**src/rtl/mod_msg_sched.sv**
```systemverilog
// SHA-256 message-schedule generator: 16 words in, W[0..63] out with round index.
// Latency 1 cycle in->out; output register stalls (and IN_READY drops) while W_READY is low.
`timescale 1ns/1ps
module mod_msg_sched #(
    parameter int ROUNDS = 64
) (
    input  logic        clk,
    input  logic        rst_n,
    input  logic        start,
    input  logic [31:0] word_in,
    input  logic        in_valid,
    output logic        in_ready,
    output logic [31:0] w_out,
    output logic [5:0]  t_out,
    output logic        w_last,
    output logic        w_valid,
    input  logic        w_ready,
    output logic        busy
);
    localparam logic [5:0] LAST_T = 6'(ROUNDS - 1);

    typedef enum logic [1:0] {IDLE, LOAD, EXPAND} state_t;

    state_t      state, state_nxt;
    logic [5:0]  t;
    logic [31:0] msg_buf [16];

    logic        free, load_fire, gen_fire;
    logic [3:0]  idx, i14, i9, i1;
    logic [31:0] w_new;

    function automatic logic [31:0] sig0(input logic [31:0] x);
        return {x[6:0], x[31:7]} ^ {x[17:0], x[31:18]} ^ (x >> 3);
    endfunction

    function automatic logic [31:0] sig1(input logic [31:0] x);
        return {x[16:0], x[31:17]} ^ {x[18:0], x[31:19]} ^ (x >> 10);
    endfunction

    assign free      = !w_valid || w_ready;
    assign load_fire = in_valid && in_ready;
    // t wraps to 0 after W[63] is loaded; that marks the generator as finished.
    assign gen_fire  = (state == EXPAND) && free && (t != 6'd0);

    assign idx   = t[3:0];
    assign i14   = idx + 4'd14;
    assign i9    = idx + 4'd9;
    assign i1    = idx + 4'd1;
    assign w_new = sig1(msg_buf[i14]) + msg_buf[i9] + sig0(msg_buf[i1]) + msg_buf[idx];

    always_ff @(posedge clk or negedge rst_n) begin
        if (!rst_n) state <= IDLE;
        else        state <= state_nxt;
    end

    always_comb begin
        state_nxt = state;
        case (state)
            IDLE:    if (start) state_nxt = LOAD;
            LOAD:    if (load_fire && t == 6'd15) state_nxt = EXPAND;
            EXPAND:  if (w_valid && w_ready && w_last) state_nxt = IDLE;
            default: state_nxt = IDLE;
        endcase
    end

    always_comb begin
        in_ready = (state == LOAD) && free;
        busy     = (state != IDLE);
    end

    always_ff @(posedge clk or negedge rst_n) begin
        if (!rst_n) begin
            t       <= '0;
            w_out   <= '0;
            t_out   <= '0;
            w_last  <= 1'b0;
            w_valid <= 1'b0;
            for (int i = 0; i < 16; i++) msg_buf[i] <= '0;
        end else begin
            if (state == IDLE && start) t <= '0;
            if (load_fire) begin
                msg_buf[idx] <= word_in;
                w_out        <= word_in;
                t_out        <= t;
                w_last       <= 1'b0;
                w_valid      <= 1'b1;
                t            <= t + 6'd1;
            end else if (gen_fire) begin
                msg_buf[idx] <= w_new;
                w_out        <= w_new;
                t_out        <= t;
                w_last       <= (t == LAST_T);
                w_valid      <= 1'b1;
                t            <= t + 6'd1;
            end else if (free) begin
                w_valid <= 1'b0;
                w_last  <= 1'b0;
            end
        end
    end
endmodule

```
**config.mk**
```make
export PLATFORM = sky130hd
export DESIGN_NAME = mod_msg_sched
export DESIGN_NICKNAME = d
export VERILOG_FILES = /design/src/rtl/mod_msg_sched.sv
export SDC_FILE = /design/constraint.sdc
export NUM_CORES = 2
export LEC_CHECK = 0
export CAP_MARGIN = 20
export CORE_ASPECT_RATIO = 0.9
export CORE_MARGIN = 4
export CORE_UTILIZATION = 49
export DETAILED_ROUTE_END_ITERATION = 10
export GPL_TIMING_DRIVEN = 0
export PLACE_DENSITY = 0.65
export SLEW_MARGIN = 20
export SYNTH_ARGS = -nofsm -noshare
export SYNTH_HDL_FRONTEND = slang
export SYNTH_SLANG_ARGS = --single-unit
```
**constraint.sdc**
```tcl
create_clock -name clk -period 14.1 [get_ports clk]
set_input_delay 3.525 -clock clk [delete_from_list [all_inputs] [get_ports clk]]
set_output_delay 3.525 -clock clk [all_outputs]
set_load 0.005 [all_outputs]
```
== Yosys cells after proc, flatten, opt, wreduce, memory -nomap -nowiden ==
Index checks and enable logic that the tools add are counted.

* Flip-flop bits (word level): 560
* Bits of input ports: 37
* Output and inout port bits: 42
* Word-level logic and storage cells: 101

* Add/subtract/negate cells: 7
* Order comparisons: 5
* Equality and inequality tests: 7
* Multiplexer cells: 34
* Bitwise logic cells: 8
* Reduce and logical (&&, ||, !) cells: 18

{| class="wikitable"
|+ Operator list
! kind !! number
|-
| 512-bit bitwise mux || 2
|-
| 512-bit two-way mux || 2
|-
| 32-bit binary-select mux with 4-bit select || 4
|-
| 32-bit two-way mux || 11
|-
| 32-bit demux with 4-bit select || 1
|-
| 32-bit adder || 3
|-
| 32-bit bitwise XOR || 2
|-
| 32-bit by 22-bit bitwise XOR with 32-bit output || 1
|-
| 32-bit by 29-bit bitwise XOR with 32-bit output || 1
|-
| 6-bit two-way mux || 5
|-
| 5-bit >= comparator, second input constant || 4
|-
| 4-bit NOT with 5-bit output || 4
|-
| 1-bit logical AND || 9
|-
| 4-bit adder, second input constant || 2
|-
| 6-bit by 1-bit adder with 6-bit output, second input constant || 1
|-
| 6-bit by 4-bit equality test with 1-bit output, second input constant || 1
|-
| 6-bit equality test, second input constant || 1
|-
| 2-bit two-way mux || 3
|-
| 2-bit case mux with 3 select lines || 1
|-
| 3-bit nonzero test || 2
|-
| 6-bit nonzero test || 1
|-
| 5-bit by 1-bit less-than comparator with 1-bit output, second input constant || 1
|-
| 1-bit two-way mux || 5
|-
| 4-bit by 1-bit adder with 4-bit output, second input constant || 1
|-
| other kinds (9) || 11
|}

== Longest topological paths before layout ==
* Depth in word-level cells: 13
* Gate-level depth with buffers: 34
* Mapped depth without buffers: 22

== Worst setup path after synthesis ==
Ideal clock, no wire load.

* Path kind: register to register
* Start: register t[0]
* End: register msg_buf[123] in the netlist's numbering
* Arrival time: 8.508 ns
* Data required time: 13.967 ns
* Path slack: 5.459 ns
* Stages on the path, launching flop included: 35
* Period minus slack after synthesis: 8.641 ns
* Cell sequence: dfrtp_1 -> buf_6 -> buf_2 -> buf_2 -> buf_2 -> buf_2 -> buf_2 -> buf_2 -> inv_1 -> ha_1 -> buf_6 -> buf_2 -> clkbuf_1 -> clkbuf_1 -> clkbuf_1 -> mux4_2 -> mux4_2 -> xnor2_1 -> fa_1 -> inv_1 -> fa_1 -> inv_1 -> ha_1 -> inv_1 -> fa_1 -> nor2b_1 -> o21ai_1 -> a21boi_1 -> o2111ai_1 -> a211o_1 -> a31oi_1 -> nor2b_1 -> a21oi_1 -> clkbuf_1 -> o21ai_0

* Cells in the longest elaborated chain, start to end: 13
* Elaborated cells between the ends (all ways): 38

{| class="wikitable"
|+ Ends and longest elaborated chain
! what !! RTL line !! source
|-
| start: declaration || 25 || <nowiki>logic [5:0] t;</nowiki>
|-
| start signal: assignment || 87 || <nowiki>t <= t + 6'd1;</nowiki>
|-
| start signal: assignment || 94 || <nowiki>t <= t + 6'd1;</nowiki>
|-
| 4-bit adder || 46 || <nowiki>assign i14 = idx + 4'd14;</nowiki>
|-
| 4-bit NOT with 5-bit output (implied by the code) || 49 || <nowiki>assign w_new = sig1(msg_buf[i14]) + msg_buf[i9] + sig0(msg_buf[i1]) + msg_buf[idx];</nowiki>
|-
| 32-bit binary-select mux with 4-bit select || 49 ||
|-
| 32-bit two-way mux (implied by the code) (2 in series) || 49 ||
|-
| 32-bit bitwise XOR || 37 || <nowiki>return {x[16:0], x[31:17]} ^ {x[18:0], x[31:19]} ^ (x >> 10);</nowiki>
|-
| 32-bit by 22-bit bitwise XOR with 32-bit output || 37 ||
|-
| 32-bit adder (3 in series) || 49 ||
|-
| 512-bit bitwise mux || 89 || <nowiki>msg_buf[idx] <= w_new;</nowiki>
|-
| 512-bit two-way mux || 88 || <nowiki>end else if (gen_fire) begin</nowiki>
|-
| 512-bit two-way mux || 81 || <nowiki>if (load_fire) begin</nowiki>
|-
| end signal: indexed assignment || 82 || <nowiki>msg_buf[idx] <= word_in;</nowiki>
|-
| end signal: indexed assignment || 89 ||
|-
| end: declaration || 26 || <nowiki>logic [31:0] msg_buf [16];</nowiki>
|}

Parallel ways exist; a longest one is shown, timed or not. The select of a mux whose other input is x is not followed.
A chain may end at the register's enable or synchronous reset.

== Worst setup path after layout ==
* Start: register t[0]
* End: register msg_buf[342] in the netlist's numbering

Same word-level chain as after synthesis.

==> impl_metrics.yaml <==
setup_path:
  path_buf_inv: 16
  cpMostUsedCell: "buf_2"
  required_ns: 14.60
  endpoint_kind: "register"
  cpLargestDelayFamily: "buffers and inverters"
  ff2ff_path_depth: 32
  critPathLaunchType: "register"
  path_depth: 32
  criticalPathCategory: "register to register"
  crit_arrival_ns: 14.64
  cp_max_fo: 10
  startpoint: "t[0]$_DFFE_PN0P_"
  worstReg2RegStart: "t[0]$_DFFE_PN0P_"
  cpPeakStageDelay_ns: 1.01
  slowest_stage: "mux2i_1"
timing:
  tightest_slew_ns: 1.34
  finClkSkew_ns: 0.0523
  rsz0062_at_grt: "no"
  slew-limit-headroom: 0.105
  setup_viol: 6
  fin_crit_ns: 14.14
  timing.final.crit_share: 1.00
  fin_ws_ns: -0.0376
  finalHoldViolCount: 0
  max_freq_ghz: 0.0707
  maxSlewViolCount: 0
outcome:
  status: "finished, violations left"
  violations: "setup timing"
clock_tree:
  clockBufferDepth: 3
  postCtsHoldBufs: 0
  clkTransAtPathRegs_ns: 0.06
  cts_tree: "yes"
  cts_root_buf: "clkbuf_16"
  cts_buffers: 66
  cts_resized: 0
  htreeDepth: 3
  cts_setup_buffers: 0
  cts.sinks: 560
  clk_latency_ns: 0.66
synthesis:
  synth_top_family_by_area: "multiplexers"
  syn_nets: 3243
  yosys_warnings: 0
  yosysMostFrequentCell: "nand2_1"
  ys_types: 59
  synthAdderAreaFrac: 0.0463
  yosys.area_share.simple: 0.0742
  synth_async_sr_flop_share: 1.00
  avgSynthCellArea_um2: 11.8
  synth_area_leaders: "dfrtp_1 (38%), mux4_2 (31%), o21ai_0 (7.1%), nand2_1 (5.9%), fa_1 (3.4%)"
  synth_edf_count: 0
  synthCells: 3107
  synth_top_area_share: 0.381
  yosysTopAreaCell: "dfrtp_1"
  synth-compound-area-share: 0.102
  synthFlopType: "dfrtp_1"
  ys_ff_latch: 560
  yosys-mux-area-fraction: 0.317
  synth.yosys.seq_area_share: 0.381
  synthXorXnorAreaFrac: 0.0357
  synthTopCellsByCount: "nand2_1 (579), dfrtp_1 (560), o21ai_0 (519)"
  synthesis.area_um2: 36800
drt:
  vias_per_cell: 7.38
  wl_met3_um: 34500
  ant_nets: 0
  wire_per_inst_um: 42.2
  via_count: 31700
  drt_wl_total_um: 181000
  wl_met2_um: 70800
  wl_met1_um: 64900
  drt_iter0_drc: 5365
  routed.top_layer: "met5"
  drc: 0
  firstDrtPassIters: 6
min_path:
  hold_class: "register to register"
  hp-start: "t_out[5]$_DFFE_PN0N_"
  whs_path_depth: 2
layout:
  nets: 3404
  drive_above_1_share: 0.225
  area_growth_pct: 12.6
job:
  maxCapViolCount: 0
die:
  rows: 95
  die-area_um2: 79500
  io-pin-count: 79
  dieWidth_um: 297
  die_height_um: 268
  core_um2: 74500
  start_util: 0.494
place:
  place.port_buffers: 78
  gp_congestion: 1.02
  dpl_worst_slack_ns: 0.576
  dp_hpwl_um: 136000
global_routing:
  grt_usage: 0.454
  overflow: 0
  grt_max_degree: 107
  first_global_vias: 30300
  antenna_found_initial: 6
  grt_pass1_wl_um: 247000
final cells by class:
cell class | count | area (um^2)
well taps | 970 | 1210
plain buffers | 271 | 1220
clock inverters | 22 | 368
flip-flops and latches | 560 | 14000
multi-input cells | 2158 | 21200
clock buffers | 87 | 1860
fillers | 6236 | 33100
inverters | 118 | 443
repair buffers | 93 | 1100
diodes | 9 | 22.5
sequential cells by signal (all words and copies together) (netlist names):
signal and cells:
w_out 32, t 6, w_valid 1, state 2, msg_buf 512, w_last 1, t_out 6
metal layers:
layer  vias up  track usage
li1      11800            -
met2      3043        0.600
met1     16200        0.584
met5         -       0.0116
met3       544        0.292
met4        10        0.208
per-stage QoR:
stage	TNS, ns	instances	utilization	instance area (um^2)	hold WS, ns
3_3_place_gp	-8564.80	4155	0.520	38800	0.461
4_1_cts	0	4278	0.555	41400	0.472
3_5_place_dp	0	4169	0.525	39200	0.458
2_1_floorplan	0	3107	-	36800	0.463
6_report	-0.0701	4288	0.556	41400	0.467
5_1_grt	0	4280	0.556	41400	0.523
layout by cell type, fill, tap and decap left out, types with 7 or more instances in the layout:
cell	n
mux4_1	10
o21ai_0	518
nand4_1	9
buf_1	8
ha_1	37
o21ai_2	10
clkinv_2	9
buf_6	12
clkbuf_1	168
dfrtp_1	560
a21o_1	13
a31oi_1	26
mux4_2	500
o21a_1	7
clkbuf_16	67
nand3_1	15
a21oi_1	73
nor2_1	43
diode_2	9
o21ai_1	11
mux2i_1	13
clkdlybuf4s50_1	77
clkbuf_2	26
xnor2_1	123
inv_1	118
buf_2	65
and3_1	12
nand2_1	579
nor3_1	9
fa_1	62
clkbuf_8	11
xor2_1	22
buf_16	7
path summary, 6_finish.rpt:
check                           slack [ns]                  endpoint
worst max-delay path                 -0.04  msg_buf[342]$_DFFE_PN0P_
worst min-delay path                  0.47      t_out[5]$_DFFE_PN0N_
worst max register to register       -0.04  msg_buf[342]$_DFFE_PN0P_
worst min register to register        0.47      t_out[5]$_DFFE_PN0N_
max in group asynchronous             9.67  msg_buf[337]$_DFFE_PN0P_
min in group asynchronous             2.79   msg_buf[99]$_DFFE_PN0P_
cells by family after synthesis:
logic type / after synthesis
AO/OA/AOI/OAI: 699
AND/OR/NAND/NOR: 689
flip-flops: 560
multiplexers: 524
buffers and inverters: 389
XOR/XNOR: 147
adder cells (fa/ha/maj): 99
worst min-delay path, stage by stage, from the launching register on:
cell,delay (ns)
dfrtp_1,0.34
nand2_1,0.05
nand2_1,0.04
Power is not shown: default switching activity piles up to over one toggle a cycle in this logic, so the estimate is an artifact.
==> variant, RTL diff (same flow settings) <==
Make the reset (`rst_n`) synchronous in 2 clocked blocks.
--- a/src/rtl/mod_msg_sched.sv
+++ b/src/rtl/mod_msg_sched.sv
@@ -48,7 +48,7 @@
     assign i1    = idx + 4'd1;
     assign w_new = sig1(msg_buf[i14]) + msg_buf[i9] + sig0(msg_buf[i1]) + msg_buf[idx];
 
-    always_ff @(posedge clk or negedge rst_n) begin
+    always_ff @(posedge clk) begin
         if (!rst_n) state <= IDLE;
         else        state <= state_nxt;
     end
@@ -68,7 +68,7 @@
         busy     = (state != IDLE);
     end
 
-    always_ff @(posedge clk or negedge rst_n) begin
+    always_ff @(posedge clk) begin
         if (!rst_n) begin
             t       <= '0;
             w_out   <= '0;
Check against the original RTL: not settled (the Yosys comparison gave no result); the edit may change what the design does.
==> variant against the original RTL <==
Cell count fell by 12%. Non-clock buffer count fell by 35. Sequential cell count rose by 4. Final area fell by 0.58%. Synthesized area fell by 0.54%. Setup slack improved by 0.28 ns. Via count fell by 9.3%. Wire length fell by 7.0%. Worst hold slack got worse by 0.012 ns. Largest cell class unchanged.
Power is left out: it rests on default switching activity, and per cell area and clock period it moved more than threefold.
==> variant: results (changes against the original RTL) <==
Run status
  – Status: complete, no violations

Worst setup path
  – FF-to-FF End: msg_buf[9][23]
  – Reg2reg start: t[1]
  – Slowest Stage Delay on Critical Path: 0.94 ns (-0.07 ns)
  – Reg-to-reg slack, setup: 0.24 ns (+0.28 ns)
  – Reg2reg path depth: 30 (-6.3%)

Global route
  – Initial antenna violation count: 1 (-5)
  – Global-route wire length before repair: 225000 um (-9.0%)
  – Vias in the first global route: 27065 (-11%)
  – GRT Resource Usage Total: 42.5% (-2.9 points)

Placed design
  – Pre-CTS setup slack: 0.431 ns (-0.145 ns)
  – PortBufs: 77 (-1.3%)
  – Post-DP HPWL: 121000 um (-11%)

Clocking
  – Cts bufs inserted: 61 (-7.6%)
  – Clk_lat worst skew: 0.68 ns (+0.02 ns)

Detailed routing
  – Drt pass-1 iters: 5 (-1)
  – Via count: 28702 (-9.3%)

Yosys
  – Sequential-to-total area share from yosys stat: 44.9% (+6.8 points)
  – FFs w/ async S/R, synth: 0% (-100 points)
  – Post-Syn Nets: 2720 (-16%)
  – Top FF cell, synth: edfxtp_1

Worst hold path
  – Min-Delay Endpoint: t_out[4]

Timing
  – Final worst setup slack: 0.242 ns (+0.280 ns)
  – Final Skew: 0.0420 ns (-0.0103 ns)

Layout
  – Nets: 2883 (-15%)
variant: cell count changes in the layout (fill, tap and decap cells not counted), moves of 12 or more:
cell	change
nand2_4	+16
dfxtp_1	+52
a22oi_1	+13
o21ai_0	-493
clkbuf_1	-23
buf_12	+13
a31oi_1	-20
nor2_1	+487
dfrtp_1	-560
nand3_1	+12
nand2_1	-508
edfxtp_1	+512
a21oi_1	+17
variant: layout make-up:
cell class / instances / area (um^2)
Antenna cell: 7 / 17.5
Buffer: 229 / 1000
Clock buffer: 78 / 1590
Clock inverter: 32 / 310
Fill cell: 5865 / 32300
Inverter: 108 / 405
Multi-Input combinational cell: 1683 / 19000
Sequential cell: 564 / 16400
Tap cell: 960 / 1200
Timing Repair Buffer: 100 / 1210
variant: routing by layer:
layer	share of wire, %	GRT usage (%)	vias up
met1	34	55.6	14520
met5	0.074	0.915	-
li1	-	-	10339
met3	19	22.5	627
met4	6.8	21.4	6
met2	40	57.8	3210
variant: cell families (layout without fill, tap and decap cells):
kind of cell             after synthesis  in the layout  synth area share [%]
XOR/XNOR                             143            143                  3.48
flip-flops                           564            564                  44.9
AO/OA/AOI/OAI                        213            213                  3.71
multiplexers                         537            537                  32.2
other                                  0              7                     0
buffers and inverters                337            547                  3.63
adder cells (fa/ha/maj)               99             99                  4.66
AND/OR/NAND/NOR                      691            691                  7.48
variant: worst max-delay path by stage:
stage,end,depth (start not counted),startpoint
after floorplan,msg_buf[4][25],31,t[1]
after global placement,msg_buf[11][30],28,t[1]
after detailed placement,msg_buf[8][23],30,t[1]
after CTS,msg_buf[9][23],30,t[1]
after global routing,msg_buf[10][25],30,t[1]
final,msg_buf[9][23],30,t[1]
variant: worst max-delay path: cells and delay by family, from the launching register on:
kind,cells,cell delay (ns)
simple gates,2,0.17
fa+ha+maj,5,2.07
flops,1,0.77
buf+inv,14,6.85
compound gates,6,1.83
mux,3,1.80
variant: metrics by stage:
step	setup TNS (ns)	utilization [%]	instances	instance area [um^2]	hold slack, ns
floorplan	0	-	2584	36600	0.447
global placement	-1.59	52.5	3621	38600	0.440
detailed placement	0	53.4	3642	39200	0.447
CTS	0	55.9	3752	41100	0.456
global route	0	56.0	3754	41200	0.465
finish	0	56.0	3761	41200	0.455
